File: src/rtl/tx_fifo_ctrl.sv
// Single-clock FIFO controller: owns pointers, occupancy and status flags, and
// drives an external asynchronous-read dp_ram so the head word falls through.
module tx_fifo_ctrl #(
  parameter int DATA_WIDTH    = 8,
  parameter int ADDR_WIDTH    = 10,
  parameter int RAM_DEPTH     = 1024,
  parameter int AFULL_THRESH  = 1020,
  parameter int AEMPTY_THRESH = 4
) (
  input  logic                  i_clk,
  input  logic                  i_rst,
  input  logic                  i_wr,
  input  logic [DATA_WIDTH-1:0] i_wdata,
  input  logic                  i_rd,
  output logic [DATA_WIDTH-1:0] o_rdata,
  output logic                  o_full,
  output logic                  o_afull,
  output logic                  o_empty,
  output logic                  o_aempty,
  output logic [ADDR_WIDTH:0]   o_level,
  output logic                  o_overflow,
  output logic                  o_underflow,
  output logic                  o_ram_wen,
  output logic [ADDR_WIDTH-1:0] o_ram_waddr,
  output logic [DATA_WIDTH-1:0] o_ram_wdata,
  output logic                  o_ram_ren,
  output logic [ADDR_WIDTH-1:0] o_ram_raddr,
  input  logic [DATA_WIDTH-1:0] i_ram_rdata
);

  localparam logic [ADDR_WIDTH:0] LVL_FULL   = (ADDR_WIDTH+1)'(RAM_DEPTH);
  localparam logic [ADDR_WIDTH:0] LVL_AFULL  = (ADDR_WIDTH+1)'(AFULL_THRESH);
  localparam logic [ADDR_WIDTH:0] LVL_AEMPTY = (ADDR_WIDTH+1)'(AEMPTY_THRESH);

  logic [ADDR_WIDTH-1:0] wptr;
  logic [ADDR_WIDTH-1:0] rptr;
  logic [ADDR_WIDTH:0]   level;
  logic                  overflow_q;
  logic                  underflow_q;
  logic                  wr_ok;
  logic                  rd_ok;

  // Request/accept semantics: i_wr and i_rd act as valid, ~o_full and ~o_empty
  // act as ready; a request is taken in the same cycle only when both are high,
  // otherwise it is dropped and flagged. Reset masks both strobes.
  assign wr_ok = i_wr & ~o_full  & ~i_rst;
  assign rd_ok = i_rd & ~o_empty & ~i_rst;

  assign o_ram_wen   = wr_ok;
  assign o_ram_waddr = wptr;
  assign o_ram_wdata = i_wdata;
  assign o_ram_ren   = rd_ok;
  assign o_ram_raddr = rptr;
  assign o_rdata     = i_ram_rdata;

  assign o_level     = level;
  assign o_full      = (level == LVL_FULL);
  assign o_empty     = (level == '0);
  assign o_afull     = (level >= LVL_AFULL);
  assign o_aempty    = (level <= LVL_AEMPTY);
  assign o_overflow  = overflow_q;
  assign o_underflow = underflow_q;

  always_ff @(posedge i_clk) begin
    if (i_rst) begin
      wptr        <= '0;
      rptr        <= '0;
      level       <= '0;
      overflow_q  <= 1'b0;
      underflow_q <= 1'b0;
    end else begin
      if (wr_ok) wptr <= wptr + 1'b1;
      if (rd_ok) rptr <= rptr + 1'b1;
      case ({wr_ok, rd_ok})
        2'b10:   level <= level + 1'b1;
        2'b01:   level <= level - 1'b1;
        default: level <= level;
      endcase
      overflow_q  <= i_wr & o_full;
      underflow_q <= i_rd & o_empty;
    end
  end

endmodule
File: config.mk
export PLATFORM = sky130hd
export DESIGN_NAME = tx_fifo_ctrl
export DESIGN_NICKNAME = d
export VERILOG_FILES = /design/src/rtl/tx_fifo_ctrl.sv
export SDC_FILE = /design/constraint.sdc
export NUM_CORES = 1
export LEC_CHECK = 0
export BUFFER_PORTS_ARGS = -buffer_cell sky130_fd_sc_hd__buf_2
export CAP_MARGIN = 20
export CORE_ASPECT_RATIO = 2
export CORE_UTILIZATION = 50
export CTS_BUF_LIST = sky130_fd_sc_hd__clkbuf_2 sky130_fd_sc_hd__clkbuf_4 sky130_fd_sc_hd__clkbuf_8
export DETAILED_ROUTE_END_ITERATION = 8
export GPL_TIMING_DRIVEN = 0
export PLACE_DENSITY = 0.84
export SYNTH_ARGS = -nofsm -noshare
export SYNTH_HDL_FRONTEND = slang
export SYNTH_SLANG_ARGS = --single-unit
export TNS_END_PERCENT = 10
File: constraint.sdc
create_clock -name i_clk -period 4.05 [get_ports i_clk]
set_input_delay 0.2025 -clock i_clk [delete_from_list [all_inputs] [get_ports i_clk]]
set_output_delay 0.2025 -clock i_clk [all_outputs]
set_load 0.02 [all_outputs]
=== Word-level counts from Yosys, hierarchy flattened ===
Cells that the tools add are included.
Widths: inputs -> output; s select.

* Register bits after elaboration: 33
* Bits in latches: 0
* Bits in writable memories: 0
* Memory bits (read-only): 0
* Bits of input ports: 20
* Output and inout port bits: 55
* Logic and storage cells: 26
* Memories: 0

* $add $sub $neg: 4
* Multipliers: 0
* Div/mod/pow operators: 0
* Order comparisons: 2
* Equal/unequal tests: 3
* Shift operators: 0
* Muxes and demuxes: 1
* Bitwise gates (word level): 9
* Reductions and logical operators: 2

{| class="wikitable"
|+ Operator list
! cell !! number
|-
| $pmux 11 s2 || 1
|-
| $add 10x1->10 const B || 2
|-
| $add 11x1->11 const B || 1
|-
| $eq 11x11->1 const B || 1
|-
| $ge 11x10->1 const B || 1
|-
| $le 11x3->1 const B || 1
|-
| $logic_not 11->1 || 1
|-
| $sub 11x1->11 const B || 1
|-
| $and 1x1->1 || 6
|-
| $not 1->1 || 3
|-
| $eq 2x1->1 const B || 1
|-
| $eq 2x2->1 const B || 1
|-
| $reduce_bool 2->1 || 1
|}

=== Logic depth before layout (Yosys ltp) ===
* Depth in word-level cells: 6
* Depth in mapped cells: 12
* Gate-level depth less buffers: 11

=== Least setup slack after synthesis ===
Ideal clock, no wire load.

* Path type: reg2reg
* From: reg level[9], in the netlist o_level[9]
* To: reg level[10], in the netlist o_level[10]
* Library setup time: 0.123 ns
* Arrival: 3.363 ns
* Required time: 3.927 ns
* Slack: 0.564 ns
* Stages on the path, launching flop included: 12
* Buffers on the path: 1
* Clock period less this slack: 3.486 ns
* Path through: dfxtp_1 nor4_4 nand4b_1 and2_1 buf_2 ha_1 fa_1 a21o_1 a41o_2 a221oi_2 mux2i_1 mux2_1

* Word-level cells in the longest chain between the ends: 6
* Elaborated cells between the ends (all ways): 14
* Classes of those cells: add/sub: 2; eq/ne: 3; mux: 1; bitwise: 6; reduce/logical: 2

{| class="wikitable"
|+ RTL lines
! item !! line !! source
|-
| from (decl) || 37 || <nowiki>logic [ADDR_WIDTH:0] level;</nowiki>
|-
| from (signal assigned) || 75 || <nowiki>2'b10: level <= level + 1'b1;</nowiki>
|-
| from (signal assigned) || 76 || <nowiki>2'b01: level <= level - 1'b1;</nowiki>
|-
| from (signal assigned) || 77 || <nowiki>default: level <= level;</nowiki>
|-
| $logic_not 11->1 * || 58 || <nowiki>assign o_empty = (level == '0);</nowiki>
|-
| $not 1->1 * || 47 || <nowiki>assign rd_ok = i_rd & ~o_empty & ~i_rst;</nowiki>
|-
| $and 1x1->1 * (2 in series) || 47 ||
|-
| via o_ram_ren || 26 || <nowiki>output logic o_ram_ren,</nowiki>
|-
| $eq 2x1->1 or $eq 2x2->1 (tied branches) || 74 || <nowiki>case ({wr_ok, rd_ok})</nowiki>
|-
| $pmux 11 s2 or $reduce_bool 2->1 (tied branches) || -- ||
|}

The timed path passes the listed nets; every way through them passes the cells marked *.
A chain may end at the register's enable or synchronous reset.

=== Worst setup path in the final report ===
* From: reg level[9], in the netlist o_level[9]
* To: reg level[10], in the netlist o_level[10]

* Word-level cells in the longest chain between the ends: 6
* Elaborated cells between the ends (all ways): 14
* Classes of those cells: add/sub: 2; eq/ne: 3; mux: 1; bitwise: 6; reduce/logical: 2

{| class="wikitable"
|+ RTL lines
! item !! line
|-
| $eq 11x11->1 or $logic_not 11->1 (tied branches) || 57, 58
|-
| $not 1->1, on equally long branches || 46, 47
|-
| $and 1x1->1, on equally long branches (2 in series) || 46, 47
|-
| $eq 2x1->1 or $eq 2x2->1 (tied branches) || 74
|-
| $pmux 11 s2 or $reduce_bool 2->1 (tied branches) || --
|}

Several ways; a longest one is shown, not always the timed one.

==> flow_summary.toml <==
[detailed_routing]
wl_per_cell_um = 12.9
drc = 0
ant_nets = 0
initialDrtViolationCount = 47
drt-pass1-iter-count = 4
vias_per_cell = 5.40
vias = 1890
wirelength_um = 4520

[sta]
tightest_slew_ns = 0.528
slew_headroom_pct = 64.8
layout_min_cycle_time_ns = 3.77
grt_setup_unrepaired = "false"
setup_viol = 0
fin_worst_skew_ns = 0.00513
final.setup.tns_ns = 0
max_freq_mhz = 265
min_period_over_period_pct = 93.0
hold_viol = 0
slew_violations = 0

[yosys]
synth.most_common_cell = "dfxtp_1"
ys_top_cells_by_area = "dfxtp_1, ha_1, xor2_1"
syn_inst = 233
yosysTopAreaCellShare_pct = 33.1
synth_nets = 266
ys_async_sr_fraction_pct = 0
yosys.area.top_type = "dfxtp_1"
synth.distinct_cells = 41
yosys_warnings = 0
synth_edf_count = 0
ys_seq_area_share_pct = 33.1
ys.flop_type = "dfxtp_1"
yosys-top-cells-count = "dfxtp_1, nor2_1, buf_4"
synthesis.area_sq_um = 2000
syn-mean-instance-area_sq_um = 8.57
ys_ff_latch = 33

[setup_path]
cp-start-kind = "register"
crit_path_top_delay_cell = "fa_1"
crit_buf_inv = 1
cp_max_fo = 12
cpLargestDelayFamily = "simple AND/OR/NAND/NOR gates"
critical_path.cell_chain = "nor4_4, nand4b_1, and2_1, buf_2, ha_1, fa_1, a21o_1, a41o_2, a221oi_2, mux2i_1, mux2_1"
worstPathRequired_ns = 4.22
crit_type = "reg -> reg"
arrival_ns = 3.94
slowest_delay_ns = 0.47
endpoint_kind = "register"
rr_worst_depth = 11
cp.depth = 11

[clock_tree]
cts_buffer_depth = 2
cts_setup_buffers = 0
insertion_delay_ns = 0.29
root_buffer = "clkbuf_8"
cts_inserted_buffers = 5
cts_tree = "built"
cts_sinks = 33
ctsHtreeMaxLevel = 2
postCtsHoldBufs = 0
ctsResizeCount = 0
clk_pin_slew_ns = 0.07

[floorplan]
die-width_um = 46.7
coreArea_sq_um = 3840
ios = 75
rows = 32
die-area_sq_um = 4260
die_h_um = 91.3
start_util_pct = 51.9

[power_and_ir_drop]
power.leakage_nw = 1.22
ir_drop_v = 0.000253
p_clk_share_pct = 20.4
internal_power_mw = 0.754
swShare_pct = 43.2
p_per_area_nw_per_um2 = 541
p_sw_mw = 0.573
power_frac_comb_pct = 46.9
pwr-share-seq_pct = 32.7

[placement]
placed_area_sq_um = 2350
gp_congestion = 0.862
portBuffers = 58
hpwl_um = 3620

[hold_path]
min_path_cells = 3
hp-class = "in -> reg"

[grt]
grt_pass1_wl_um = 7410
antenna_found_initial = 0
grt_use_total_pct = 23.8
grt_pass1_vias = 1726
grt_max_degree = 13
grt_overflow = 0

[final_layout]
nets = 331
drive_gt1_share_pct = 30.8
nFillCells = 355
final_cell_area_sq_um = 2450
antenna_cells = 0
syn2layout_area_growth_pct = 22.8

[run_status]
outcome = "completed"

[flow_run]
maxCapViolCount = 0
path summary, 6_finish.rpt:
path	start	to	slack, ns
worst max-delay path	o_level[9]$_SDFFE_PP0P_	o_level[10]$_SDFFE_PP0P_	0.28
worst min-delay path	i_wr	o_overflow$_SDFF_PP0_	0.19
worst max register to register	o_level[9]$_SDFFE_PP0P_	o_level[10]$_SDFFE_PP0P_	0.28
worst min register to register	o_ram_raddr[1]$_SDFFE_PP0P_	o_ram_raddr[1]$_SDFFE_PP0P_	0.50
power groups by stage:
stage / Clock, mW / Sequential, mW / Combinational (mW)
global placement: 0 / 0.441 / 0.612
global route: 0.293 / 0.443 / 0.690
CTS: 0.274 / 0.434 / 0.627
floorplan: 0 / 0.482 / 0.412
detailed placement: 0 / 0.442 / 0.626
finish: 0.270 / 0.434 / 0.623
stage by stage:
stage	cells	hold WS (ns)	power (mW)	utilization [%]	setup slack [ns]
2_1_floorplan	233	0.344	0.894	-	0.564
6_report	350	0.190	1.33	63.8	0.283
4_1_cts	350	0.184	1.34	63.8	0.263
5_1_grt	350	0.206	1.43	63.8	0.102
3_3_place_gp	342	0.464	1.05	61.1	0.321
3_5_place_dp	342	0.481	1.07	61.1	0.267
flip-flops by register name, summed over array words and instances (netlist names):
signal and flops:
o_level 11, o_overflow 1, o_ram_raddr 10, o_ram_waddr 10
o_underflow 1
layout make-up:
type | count | area (sq um) | share of cell area (%)
clock inverters | 1 | 5.00 | 0.204
repair buffers | 58 | 290 | 11.8
inverters | 8 | 30.0 | 1.23
clock buffers | 7 | 96.3 | 3.93
flip-flops and latches | 33 | 661 | 27.0
well taps | 51 | 63.8 | 2.60
plain buffers | 22 | 144 | 5.87
multi-input cells | 170 | 1160 | 47.4
worst reg2reg max path, stage by stage (launching register included):
cell	delay [ns]
dfxtp_1	0.39
nor4_4	0.41
nand4b_1	0.27
and2_1	0.21
buf_2	0.15
ha_1	0.37
fa_1	0.47
a21o_1	0.21
a41o_2	0.31
a221oi_2	0.28
mux2i_1	0.23
mux2_1	0.34
cells by family (layout without fill, tap and decap cells):
group,after synthesis,in the layout,share of synthesized area (%)
simple gates,89,89,24.0
compound gates,44,44,14.8
flops,33,33,33.1
buf+inv,30,96,8.71
xor+xnor,19,19,8.34
fa+ha+maj,13,13,8.53
mux,5,5,2.57
cells in the final DEF (no fill, tap or decap), types with 2 or more instances in the layout:
cell type	n
dfxtp_1	33
and3_1	2
nand4_1	9
mux2i_1	4
o21a_1	2
nor4b_1	2
o21ai_0	12
inv_1	8
nand2_1	14
nor3_1	2
buf_4	16
xnor2_1	4
a31oi_1	4
a21oi_1	13
nand3_1	8
ha_1	12
nor2b_1	6
and2_1	2
or3_1	6
nor3_2	2
xor2_1	15
a21o_1	6
clkbuf_1	4
nor2_1	30
buf_2	59
clkbuf_8	7
routing by layer:
metal | global-route usage, % | wire length [um]
met3 | 3.58 | 211
met5 | 0 | 0
met2 | 42.7 | 2460
met4 | 14.3 | 201
met1 | 22.9 | 1640
(Power assumes the default switching activity.)
